File: src/rtl/pc_sequencer.sv
// ---------------------------------------------------------------------------
// pc_sequencer
//   Program-counter sequencer for the CPU control path. Produces the
//   instruction fetch address and supports stall, absolute load, relative
//   branch, skip, and subroutine call/return through a small internal
//   return-address stack. All PC arithmetic wraps modulo 2^WIDTH.
//
// Parameters
//   WIDTH        PC / address width in bits
//   STACK_DEPTH  number of return-address stack entries (>= 1)
//   RESET_ADDR   PC value loaded on reset
//
// Ports
//   clk       in   rising-edge clock
//   rst       in   asynchronous active-high reset
//   EN        in   advance enable; 0 stalls PC and stack
//   WE        in   direct PC load from data_in; overrides EN and op
//   data_in   in   direct-load value
//   op        in   0 INC, 1 JMP, 2 BRR, 3 SKIP, 4 CALL, 5 RET, 6/7 act as INC
//   target    in   JMP/CALL absolute address, BRR signed offset
//   err_clr   in   clears the sticky error flags
//   data_out  out  current PC (registered)
//   ret_addr  out  top-of-stack entry, 0 when the stack is empty
//   sp        out  number of valid stack entries (registered)
//   full      out  sp == STACK_DEPTH
//   empty     out  sp == 0
//   err_ovf   out  sticky: CALL attempted while full
//   err_unf   out  sticky: RET attempted while empty
// ---------------------------------------------------------------------------
module pc_sequencer #(
  parameter int unsigned      WIDTH       = 8,
  parameter int unsigned      STACK_DEPTH = 4,
  parameter logic [WIDTH-1:0] RESET_ADDR  = '0
) (
  input  logic                               clk,
  input  logic                               rst,
  input  logic                               EN,
  input  logic                               WE,
  input  logic [WIDTH-1:0]                   data_in,
  input  logic [2:0]                         op,
  input  logic [WIDTH-1:0]                   target,
  input  logic                               err_clr,
  output logic [WIDTH-1:0]                   data_out,
  output logic [WIDTH-1:0]                   ret_addr,
  output logic [$clog2(STACK_DEPTH+1)-1:0]   sp,
  output logic                               full,
  output logic                               empty,
  output logic                               err_ovf,
  output logic                               err_unf
);

  localparam int unsigned SPW  = $clog2(STACK_DEPTH + 1);
  localparam int unsigned IDXW = (STACK_DEPTH > 1) ? $clog2(STACK_DEPTH) : 1;

  typedef enum logic [2:0] {
    OP_INC  = 3'd0,
    OP_JMP  = 3'd1,
    OP_BRR  = 3'd2,
    OP_SKIP = 3'd3,
    OP_CALL = 3'd4,
    OP_RET  = 3'd5
  } op_e;

  logic [WIDTH-1:0] stack_mem [STACK_DEPTH];

  logic [WIDTH-1:0] pc_inc;
  logic [WIDTH-1:0] pc_nxt;
  logic [WIDTH-1:0] top_entry;
  logic [SPW-1:0]   sp_nxt;
  logic [IDXW-1:0]  wr_idx;
  logic [IDXW-1:0]  top_idx;
  logic             push;
  logic             ovf_set;
  logic             unf_set;

  // ---------------------------------------------------------------------
  // Stack view
  // ---------------------------------------------------------------------
  assign full    = (sp == SPW'(STACK_DEPTH));
  assign empty   = (sp == '0);
  assign wr_idx  = IDXW'(sp);
  assign top_idx = IDXW'(sp - SPW'(1));

  assign top_entry = stack_mem[top_idx];
  assign ret_addr  = empty ? '0 : top_entry;

  assign pc_inc = data_out + WIDTH'(1);

  // ---------------------------------------------------------------------
  // Next-state decode
  // ---------------------------------------------------------------------
  always_comb begin
    pc_nxt  = data_out;
    sp_nxt  = sp;
    push    = 1'b0;
    ovf_set = 1'b0;
    unf_set = 1'b0;

    if (WE) begin
      pc_nxt = data_in;
    end else if (EN) begin
      case (op)
        OP_JMP:  pc_nxt = target;
        // Same-width add is the sign-extended add modulo 2^WIDTH.
        OP_BRR:  pc_nxt = data_out + target;
        OP_SKIP: pc_nxt = data_out + WIDTH'(2);
        OP_CALL: begin
          if (full) begin
            pc_nxt  = pc_inc;
            ovf_set = 1'b1;
          end else begin
            pc_nxt = target;
            sp_nxt = sp + SPW'(1);
            push   = 1'b1;
          end
        end
        OP_RET: begin
          if (empty) begin
            pc_nxt  = pc_inc;
            unf_set = 1'b1;
          end else begin
            pc_nxt = top_entry;
            sp_nxt = sp - SPW'(1);
          end
        end
        default: pc_nxt = pc_inc;   // INC and the unused codes 6/7
      endcase
    end
  end

  // ---------------------------------------------------------------------
  // Registers
  // ---------------------------------------------------------------------
  always_ff @(posedge clk or posedge rst) begin
    if (rst) begin
      data_out <= RESET_ADDR;
      sp       <= '0;
      err_ovf  <= 1'b0;
      err_unf  <= 1'b0;
    end else begin
      data_out <= pc_nxt;
      sp       <= sp_nxt;
      // A new error event in the same cycle as err_clr leaves the flag set.
      err_ovf  <= ovf_set | (err_ovf & ~err_clr);
      err_unf  <= unf_set | (err_unf & ~err_clr);
    end
  end

  // Stack RAM has no reset. A write racing a reset edge is harmless since
  // sp returns to 0 and the entry is never visible.
  always_ff @(posedge clk) begin
    if (push) begin
      stack_mem[wr_idx] <= pc_inc;
    end
  end

endmodule
File: config.mk
export PLATFORM = sky130hd
export DESIGN_NAME = pc_sequencer
export DESIGN_NICKNAME = d
export VERILOG_FILES = /design/src/rtl/pc_sequencer.sv
export SDC_FILE = /design/constraint.sdc
export NUM_CORES = 1
export LEC_CHECK = 0
export CELL_PAD_IN_SITES_DETAIL_PLACEMENT = 0
export CELL_PAD_IN_SITES_GLOBAL_PLACEMENT = 2
export CORE_UTILIZATION = 38
export DETAILED_ROUTE_END_ITERATION = 8
export MAX_ROUTING_LAYER = met4
export PLACE_DENSITY_LB_ADDON = 0.08
export SYNTH_ARGS = -nofsm -noshare
export SYNTH_HDL_FRONTEND = slang
export SYNTH_SLANG_ARGS = --single-unit
File: constraint.sdc
create_clock -name clk -period 3.65 [get_ports clk]
set_input_delay 0.365 -clock clk [delete_from_list [all_inputs] [get_ports clk]]
set_output_delay 0.365 -clock clk [all_outputs]
set_load 0.02 [all_outputs]
==> reports/qor.tcl, run 1 <==
set qor(areaGrowthSynthToFinish_pct) 22.07
set qor(timing.max_slew.rel_slack) 0.6015
set qor(port_buffers) 46
set qor(num_rows) 31
set qor(avgViaCountPerCell) 5.394
set qor(synth.largest_area_cell) {sky130_fd_sc_hd__edfxtp_1}
set qor(first_global_vias) 2110
set qor(power.clock.fraction) 0.168
set qor(finalWorstPathRequiredPeriod_ps) 3042
set qor(cell_chain_of_the_critical_path) {buf_4, inv_1, ha_1, mux4_2, and2_1, clkdlybuf4s50_1}
set qor(dpl.cell_count) 388
set qor(grtUsageTotal) 0.2124
set qor(post-synth-top-area-fraction) 0.3383
set qor(drt_first_iter_violations) 100
set qor(critical-path-max-stage-delay_ps) 580
set qor(worstSkewPairLatency_ps) 300
set qor(drc) 0
set qor(power_frac_comb) 0.511
set qor(drv_slew) 0
set qor(max_freq_mhz) 328.7
set qor(crit_arrival_ps) 2680
set qor(synthFlopType) {sky130_fd_sc_hd__edfxtp_1}
set qor(postCtsSetupBuffers) 0
set qor(tns_ps) 0
set qor(cts-root-buf) {sky130_fd_sc_hd__clkbuf_8}
set qor(synth_seq_cells) 45
set qor(tritoncts) {built}
set qor(wire_per_inst_um) 18.67
set qor(synthesized_netlist_net_count) 294
set qor(core_area_mm2) 0.007253
set qor(final_net_count) 335
set qor(initial_core_util) 0.3916
set qor(finalCoreUtilization) 0.4780
set qor(nFillCells) 715
set qor(cellPowerDensity_mw_per_mm2) 582.9
set qor(setup.worst_path.start_class) {register}
set qor(fp.dieW_um) 88.46
set qor(worst_reg_to_reg_cells) 6
set qor(floorplan.die_area_mm2) 0.007824
set qor(final_estimated_routing_congestion_in_global_placement) 0.8327
set qor(async_flop_share) 0.2889
set qor(worst-endpoint-required_ps) 3280
set qor(num_antenna_cells) 0
set qor(drt_pass1_iterations) 4
set qor(power.switching_mw) 0.7664
set qor(grt_setup_unrepaired) {false}
set qor(timing.critical_path.slowest_stage_cell) {sky130_fd_sc_hd__ha_1}
set qor(clk_pin_slew_ps) 90
set qor(reg2reg_from) {sp[0]}
set qor(ys.warnings.count) 0
set qor(worst-slew-pin-transition_ps) 597.1
set qor(post_route_cells_drive_above_1_share) 0.09091
set qor(cts.path.max_buffers) 2
set qor(final_antenna_net_count) 0
set qor(grt_first_pass_wirelength_mm) 11.52
set qor(synth_edf_count) 32
set qor(reg2reg_to) {data_out[4]}
set qor(cts-htree-levels) 2
set qor(synth.lib_cells_used.distinct) 49
set qor(cts_inserted_buffers) 5
set qor(p_int_mw) 1.255
set qor(power_switching_share) 0.3792
set qor(pin_count_of_the_biggest_net_entering_global_routing) 22
set qor(grt-ovfl-total) 0
set qor(holdBufCountCts) 0
set qor(leakage_nw) 1.315
set qor(final.period_utilization) 0.8335
set qor(critical_path.max_fanout) 12
set qor(holdWs_ps) 417.2
set qor(num_vias) 2136
set qor(timing.max_cap.violations) 0
set qor(peakVddDrop_mv) 0.4373
set qor(cts-resized-gates) 0
set qor(die_h_um) 88.46
set qor(netlist_instances) 255
set qor(avgSynthCellArea_um2) 11.14
set qor(final_hold_viol_count) 0
set qor(numClockSinks) 45
set qor(worstHoldPathType) {input pin to asynchronous set/reset pin}
set qor(sequential_to_total_area_share_from_yosys_stat) 0.4529
set qor(netlist_area_pre_place_mm2) 0.002840
set qor(ioPinCount) 47
set qor(hpwlAfterDp_mm) 5.598
set qor(worst_clock_skew_ps) 4.564
set qor(setup.reg_to_reg.worst_slack_ps) 1190
set qor(sequential_cell_area_mm2) 0.001286
set qor(sequential_share_of_power) 0.321
set qor(outcome) {complete, no violations}
set qor(setup_viol) 0
set qor(classification_of_the_worst_setup_path) {register to primary output}
set qor(worst_setup_path_end_kind) {primary output}
set qor(route.final.wire_length_mm) 7.392
set qor(synth_area_leaders) {sky130_fd_sc_hd__edfxtp_1 (34%), sky130_fd_sc_hd__dfrtp_1 (11%), sky130_fd_sc_hd__mux4_2 (6.3%)}
set qor(final_cell_count_no_fill) 396
set qor(grt_antenna_before_repair) 0
set qor(multiInputGateArea_mm2) 0.001440
-- cell usage in the layout (no fill, tap or decap), drive strengths merged, types with 2 or more instances in the layout --
cell and count:
a211o 3, a211oi 7, a21o 5, a21oi 15, a221o 2, a221oi 6
a31oi 7, and2 15, and2b 2, and3 2, and3b 2, buf 3
clkbuf 6, clkdlybuf4s50 46, dfrtp 13, edfxtp 32, ha 14, inv 10
mux2 2, mux4 8, nand2 13, nand2b 7, nand3 6, nand4 3
nor2 19, nor2b 3, o21a 4, o21ai 7, o22ai 2, o2bb2ai 3
o31ai 2, xnor2 11, xor2 5
-- cell families (layout without fill, tap and decap cells) --
family	count (synthesis)	after routing	share of synthesized area
XOR/XNOR	16	16	0.04934
adder cells (fa/ha/maj)	15	15	0.06872
AO/OA/AOI/OAI	69	69	0.1731
multiplexers	11	11	0.07489
buffers and inverters	24	66	0.04009
AND/OR/NAND/NOR	75	75	0.1410
flip-flops	45	45	0.4529
-- final cells by class --
cell class	count	share of cell area
multi-input combinational	186	0.4154
sequential	45	0.3710
timing repair buffer	49	0.1393
tap	99	0.03573
clock buffer	6	0.02382
inverter	9	0.009744
clock inverter	2	0.005052
-- worst max path at each step --
| stage | start | to | slack (ps) | cells past startpoint |
|---|---|---|---|---|
| after global routing | sp[0] | ret_addr[5] | 440 | 6 |
| after global placement | sp[0] | ret_addr[6] | 950 | 6 |
| final | sp[0] | ret_addr[6] | 610 | 6 |
| after floorplan | sp[0] | data_out[0] | 1140 | 8 |
| after CTS | sp[0] | ret_addr[6] | 590 | 6 |
| after detailed placement | sp[0] | ret_addr[6] | 930 | 6 |
-- metrics by stage --
stage	power, mW	area (um2)	setup WS, ps
final	2.021	3467	607.7
after global routing	2.141	3467	444.7
after CTS	2.040	3467	588.9
after detailed placement	1.698	3367	928.7
after global placement	1.699	3367	953.4
after floorplan	1.311	2840	1142
-- critical path: cells and delay by family (launching register included) --
kind / cells / cell delay [ps]
mux: 1 / 400
flops: 1 / 330
buf+inv: 3 / 880
simple gates: 1 / 170
fa+ha+maj: 1 / 580
-- power groups by stage --
stage                     combinational [mW]  sequential [mW]  clock (mW)
after global placement                  1.04            0.661           0
after global routing                    1.12            0.656       0.362
after floorplan                        0.632            0.679           0
final                                   1.03            0.649       0.339
after CTS                               1.04            0.649       0.347
after detailed placement                1.04            0.661           0
-- synth_stat cells, types with 3 or more instances --
cell                        instances
sky130_fd_sc_hd__a21o_1             5
sky130_fd_sc_hd__a31oi_1            7
sky130_fd_sc_hd__nand4_1            3
sky130_fd_sc_hd__nand2b_1           7
sky130_fd_sc_hd__nor2b_1            3
sky130_fd_sc_hd__nand3_1            6
sky130_fd_sc_hd__clkbuf_1           7
sky130_fd_sc_hd__dfrtp_1           13
sky130_fd_sc_hd__buf_2              4
sky130_fd_sc_hd__a21oi_1           15
sky130_fd_sc_hd__inv_1              9
sky130_fd_sc_hd__o21ai_0            7
sky130_fd_sc_hd__mux4_2             8
sky130_fd_sc_hd__o2bb2ai_1          3
sky130_fd_sc_hd__ha_1              14
sky130_fd_sc_hd__a221oi_1           6
sky130_fd_sc_hd__edfxtp_1          32
sky130_fd_sc_hd__xor2_1             5
sky130_fd_sc_hd__xnor2_1           11
sky130_fd_sc_hd__a211o_1            3
sky130_fd_sc_hd__and2_1            14
sky130_fd_sc_hd__a211oi_1           5
sky130_fd_sc_hd__nor2_1            18
sky130_fd_sc_hd__nand2_1           13
sky130_fd_sc_hd__o21a_1             4
-- flip-flops by register name, summed over array words and instances, names as in the netlist --
signal and cells:
stack_mem 32, data_out 8, sp 3, err_ovf 1, err_unf 1
-- per-layer routing --
metal  vias to the layer above  wire (um)  track usage
li1                       1035          -            -
met4                         0        166      0.06598
met5                         -          0            -
met3                        10        283      0.03451
met2                        52       3558       0.3399
met1                      1039       3384       0.2770
No activity file was read; power rests on OpenSTA's default activity.
==> run 2: changes to the inputs <==
--- a/config.mk
+++ b/config.mk
@@ -7,7 +7,7 @@
 export LEC_CHECK = 0
 export CELL_PAD_IN_SITES_DETAIL_PLACEMENT = 0
 export CELL_PAD_IN_SITES_GLOBAL_PLACEMENT = 2
-export CORE_UTILIZATION = 38
+export CORE_UTILIZATION = 35
 export DETAILED_ROUTE_END_ITERATION = 8
 export MAX_ROUTING_LAYER = met4
 export PLACE_DENSITY_LB_ADDON = 0.08
==> constraint.sdc (replaced) <==
create_clock -name clk -period 2.9 [get_ports clk]
set_input_delay 0.29 -clock clk [delete_from_list [all_inputs] [get_ports clk]]
set_output_delay 0.29 -clock clk [all_outputs]
set_load 0.02 [all_outputs]
==> run 2 against run 1 <==
Clock-buffer cell count unchanged. Largest cell class unchanged. Sequential power up 24%. Worst setup slack got worse by 460 ps. Highest routed layer unchanged. Critical path depth decreased by 1. Global-route usage shrank 1.5 points. Power rose by 31%. Non-clock buffer count up 4.
==> reports/qor.tcl, run 2 (synthesized netlist as in run 1, its figures left out) <==
set qor(num_rows) 32
set qor(ioPinCount) 47
set qor(cts_inserted_buffers) 5
set qor(timing.critical_path.slowest_stage_cell) {sky130_fd_sc_hd__ha_1}
set qor(leakage_nw) 1.338
set qor(setup_viol) 0
set qor(first_global_vias) 2211
set qor(cts.path.max_buffers) 2
set qor(drt_pass1_iterations) 4
set qor(drv_slew) 0
set qor(worst-endpoint-required_ps) 2610
set qor(num_antenna_cells) 0
set qor(max_freq_mhz) 363.0
set qor(port_buffers) 46
set qor(numClockSinks) 45
set qor(largest_register_by_flop_count) {stack_mem}
set qor(dp_slack_ps) 405.7
set qor(peakVddDrop_mv) 0.4717
set qor(tns_ps) 0
set qor(grtUsageTotal) 0.1971
set qor(reg2reg_to) {data_out[5]}
set qor(cts-root-buf) {sky130_fd_sc_hd__clkbuf_8}
set qor(layout_common_cells) {sky130_fd_sc_hd__clkdlybuf4s50_1 (46), sky130_fd_sc_hd__edfxtp_1 (32), sky130_fd_sc_hd__nor2_1 (18), sky130_fd_sc_hd__a21oi_1 (15)}
set qor(tritoncts) {built}
set qor(worst_clock_skew_ps) 9.058
set qor(post_route_cells_drive_above_1_share) 0.09967
set qor(final_antenna_net_count) 0
set qor(setup.worst_path.start_class) {register}
set qor(core_area_mm2) 0.007807
set qor(clk_pin_slew_ps) 100
set qor(critical-path-max-stage-delay_ps) 540
set qor(timing.max_slew.rel_slack) 0.5647
set qor(die_h_um) 92.08
set qor(cellPowerDensity_mw_per_mm2) 751.1
set qor(drt_first_iter_violations) 120
set qor(drc) 0
set qor(setup.reg_to_reg.worst_slack_ps) 710
set qor(cts-resized-gates) 0
set qor(final_hold_viol_count) 0
set qor(classification_of_the_worst_setup_path) {register to primary output}
set qor(areaGrowthSynthToFinish_pct) 23.66
set qor(worst-slew-pin-transition_ps) 651.7
set qor(setup_slack_ps) 145.5
set qor(crit_arrival_ps) 2460
set qor(worstSkewPairLatency_ps) 300
set qor(worst_reg_to_reg_cells) 7
set qor(grt_antenna_before_repair) 0
set qor(postCtsSetupBuffers) 0
set qor(cts-htree-levels) 2
set qor(hpwlAfterDp_mm) 5.837
set qor(final_estimated_routing_congestion_in_global_placement) 0.8045
set qor(final_net_count) 339
set qor(critical_path.max_fanout) 9
set qor(holdBufCountCts) 0
set qor(grt_setup_unrepaired) {false}
set qor(num_vias) 2187
set qor(wire_per_inst_um) 19.15
set qor(route.final.wire_length_mm) 7.718
set qor(timing.max_cap.violations) 0
set qor(initial_core_util) 0.3638
set qor(finalWorstPathRequiredPeriod_ps) 2754
set qor(final.period_utilization) 0.9498
set qor(grt-ovfl-total) 0
set qor(avgViaCountPerCell) 5.427
set qor(reg.largest.list) {stack_mem (32), data_out (8), sp (3)}
set qor(reg2reg_from) {sp[1]}
set qor(fp.dieW_um) 92.08
set qor(largest_register_ffs) 32
set qor(cell_chain_of_the_critical_path) {inv_1, ha_1, mux4_2, and2_1, clkdlybuf4s50_1}
set qor(floorplan.die_area_mm2) 0.008479
set qor(outcome) {complete, no violations}
set qor(worst_setup_path_end_kind) {primary output}
set qor(pin_count_of_the_biggest_net_entering_global_routing) 21
set qor(grt_first_pass_wirelength_mm) 12.10
set qor(worstHoldPathType) {input pin to asynchronous set/reset pin}
set qor(final_common_cell) {sky130_fd_sc_hd__clkdlybuf4s50_1}
-- run 2: cell types whose count changed in the layout (fill, tap and decap cells not counted) --
cell,delta
sky130_fd_sc_hd__clkinv_4,-1
sky130_fd_sc_hd__buf_4,+4
sky130_fd_sc_hd__clkbuf_8,-1
sky130_fd_sc_hd__bufinv_16,+1
sky130_fd_sc_hd__clkbuf_1,+1
-- run 2: layout make-up --
| cell class | instances | area (um2) |
|---|---|---|
| Fill cell | 740 | 4295 |
| Clock buffer | 6 | 72.57 |
| Multi-Input combinational cell | 186 | 1440 |
| Tap cell | 102 | 127.6 |
| Clock inverter | 2 | 38.79 |
| Timing Repair Buffer | 53 | 513.0 |
| Inverter | 9 | 33.78 |
| Sequential cell | 45 | 1286 |
-- run 2: stage by stage --
step	utilization	hold WS [ps]	instances	instance area, um2	total power, mW
final	0.4498	364.5	403	3512	2.638
after global routing	0.4498	434.5	403	3512	2.773
after CTS	0.4498	373.2	403	3512	2.656
after detailed placement	0.4356	474.4	395	3401	2.157
after global placement	0.4356	479.4	395	3401	2.159
after floorplan	-	167.0	255	2840	1.650
-- run 2: how the worst max path moves through the flow --
stage | start | to | slack [ps] | cells after the start
final | sp[1] | ret_addr[5] | 150 | 5
after global routing | sp[1] | ret_addr[5] | 50 | 5
after CTS | sp[1] | ret_addr[5] | 140 | 5
after detailed placement | target[0] | data_out[6] | 410 | 8
after global placement | op[1] | data_out[6] | 380 | 6
after floorplan | sp[0] | data_out[0] | 390 | 8
-- run 2: where the power goes --
| part | total (mW) | switching, mW | internal (mW) |
|---|---|---|---|
| Combinational | 1.34 | 0.697 | 0.640 |
| Sequential | 0.804 | 0.0542 | 0.750 |
| Clock | 0.496 | 0.235 | 0.261 |
| Total | 2.64 | 0.987 | 1.65 |
-- run 2: routing by layer --
| metal | wire (um) | GRT usage |
|---|---|---|
| met5 | 0 | - |
| met4 | 100 | 0.04557 |
| met3 | 319 | 0.02570 |
| met2 | 3764 | 0.3290 |
| met1 | 3532 | 0.2557 |
-- run 2: worst max-delay path: cells and delay by family (launching register included) --
kind          cells  cell delay [ps]
fa+ha+maj         1              540
buf+inv           2              640
flops             1              400
mux               1              400
simple gates      1              190
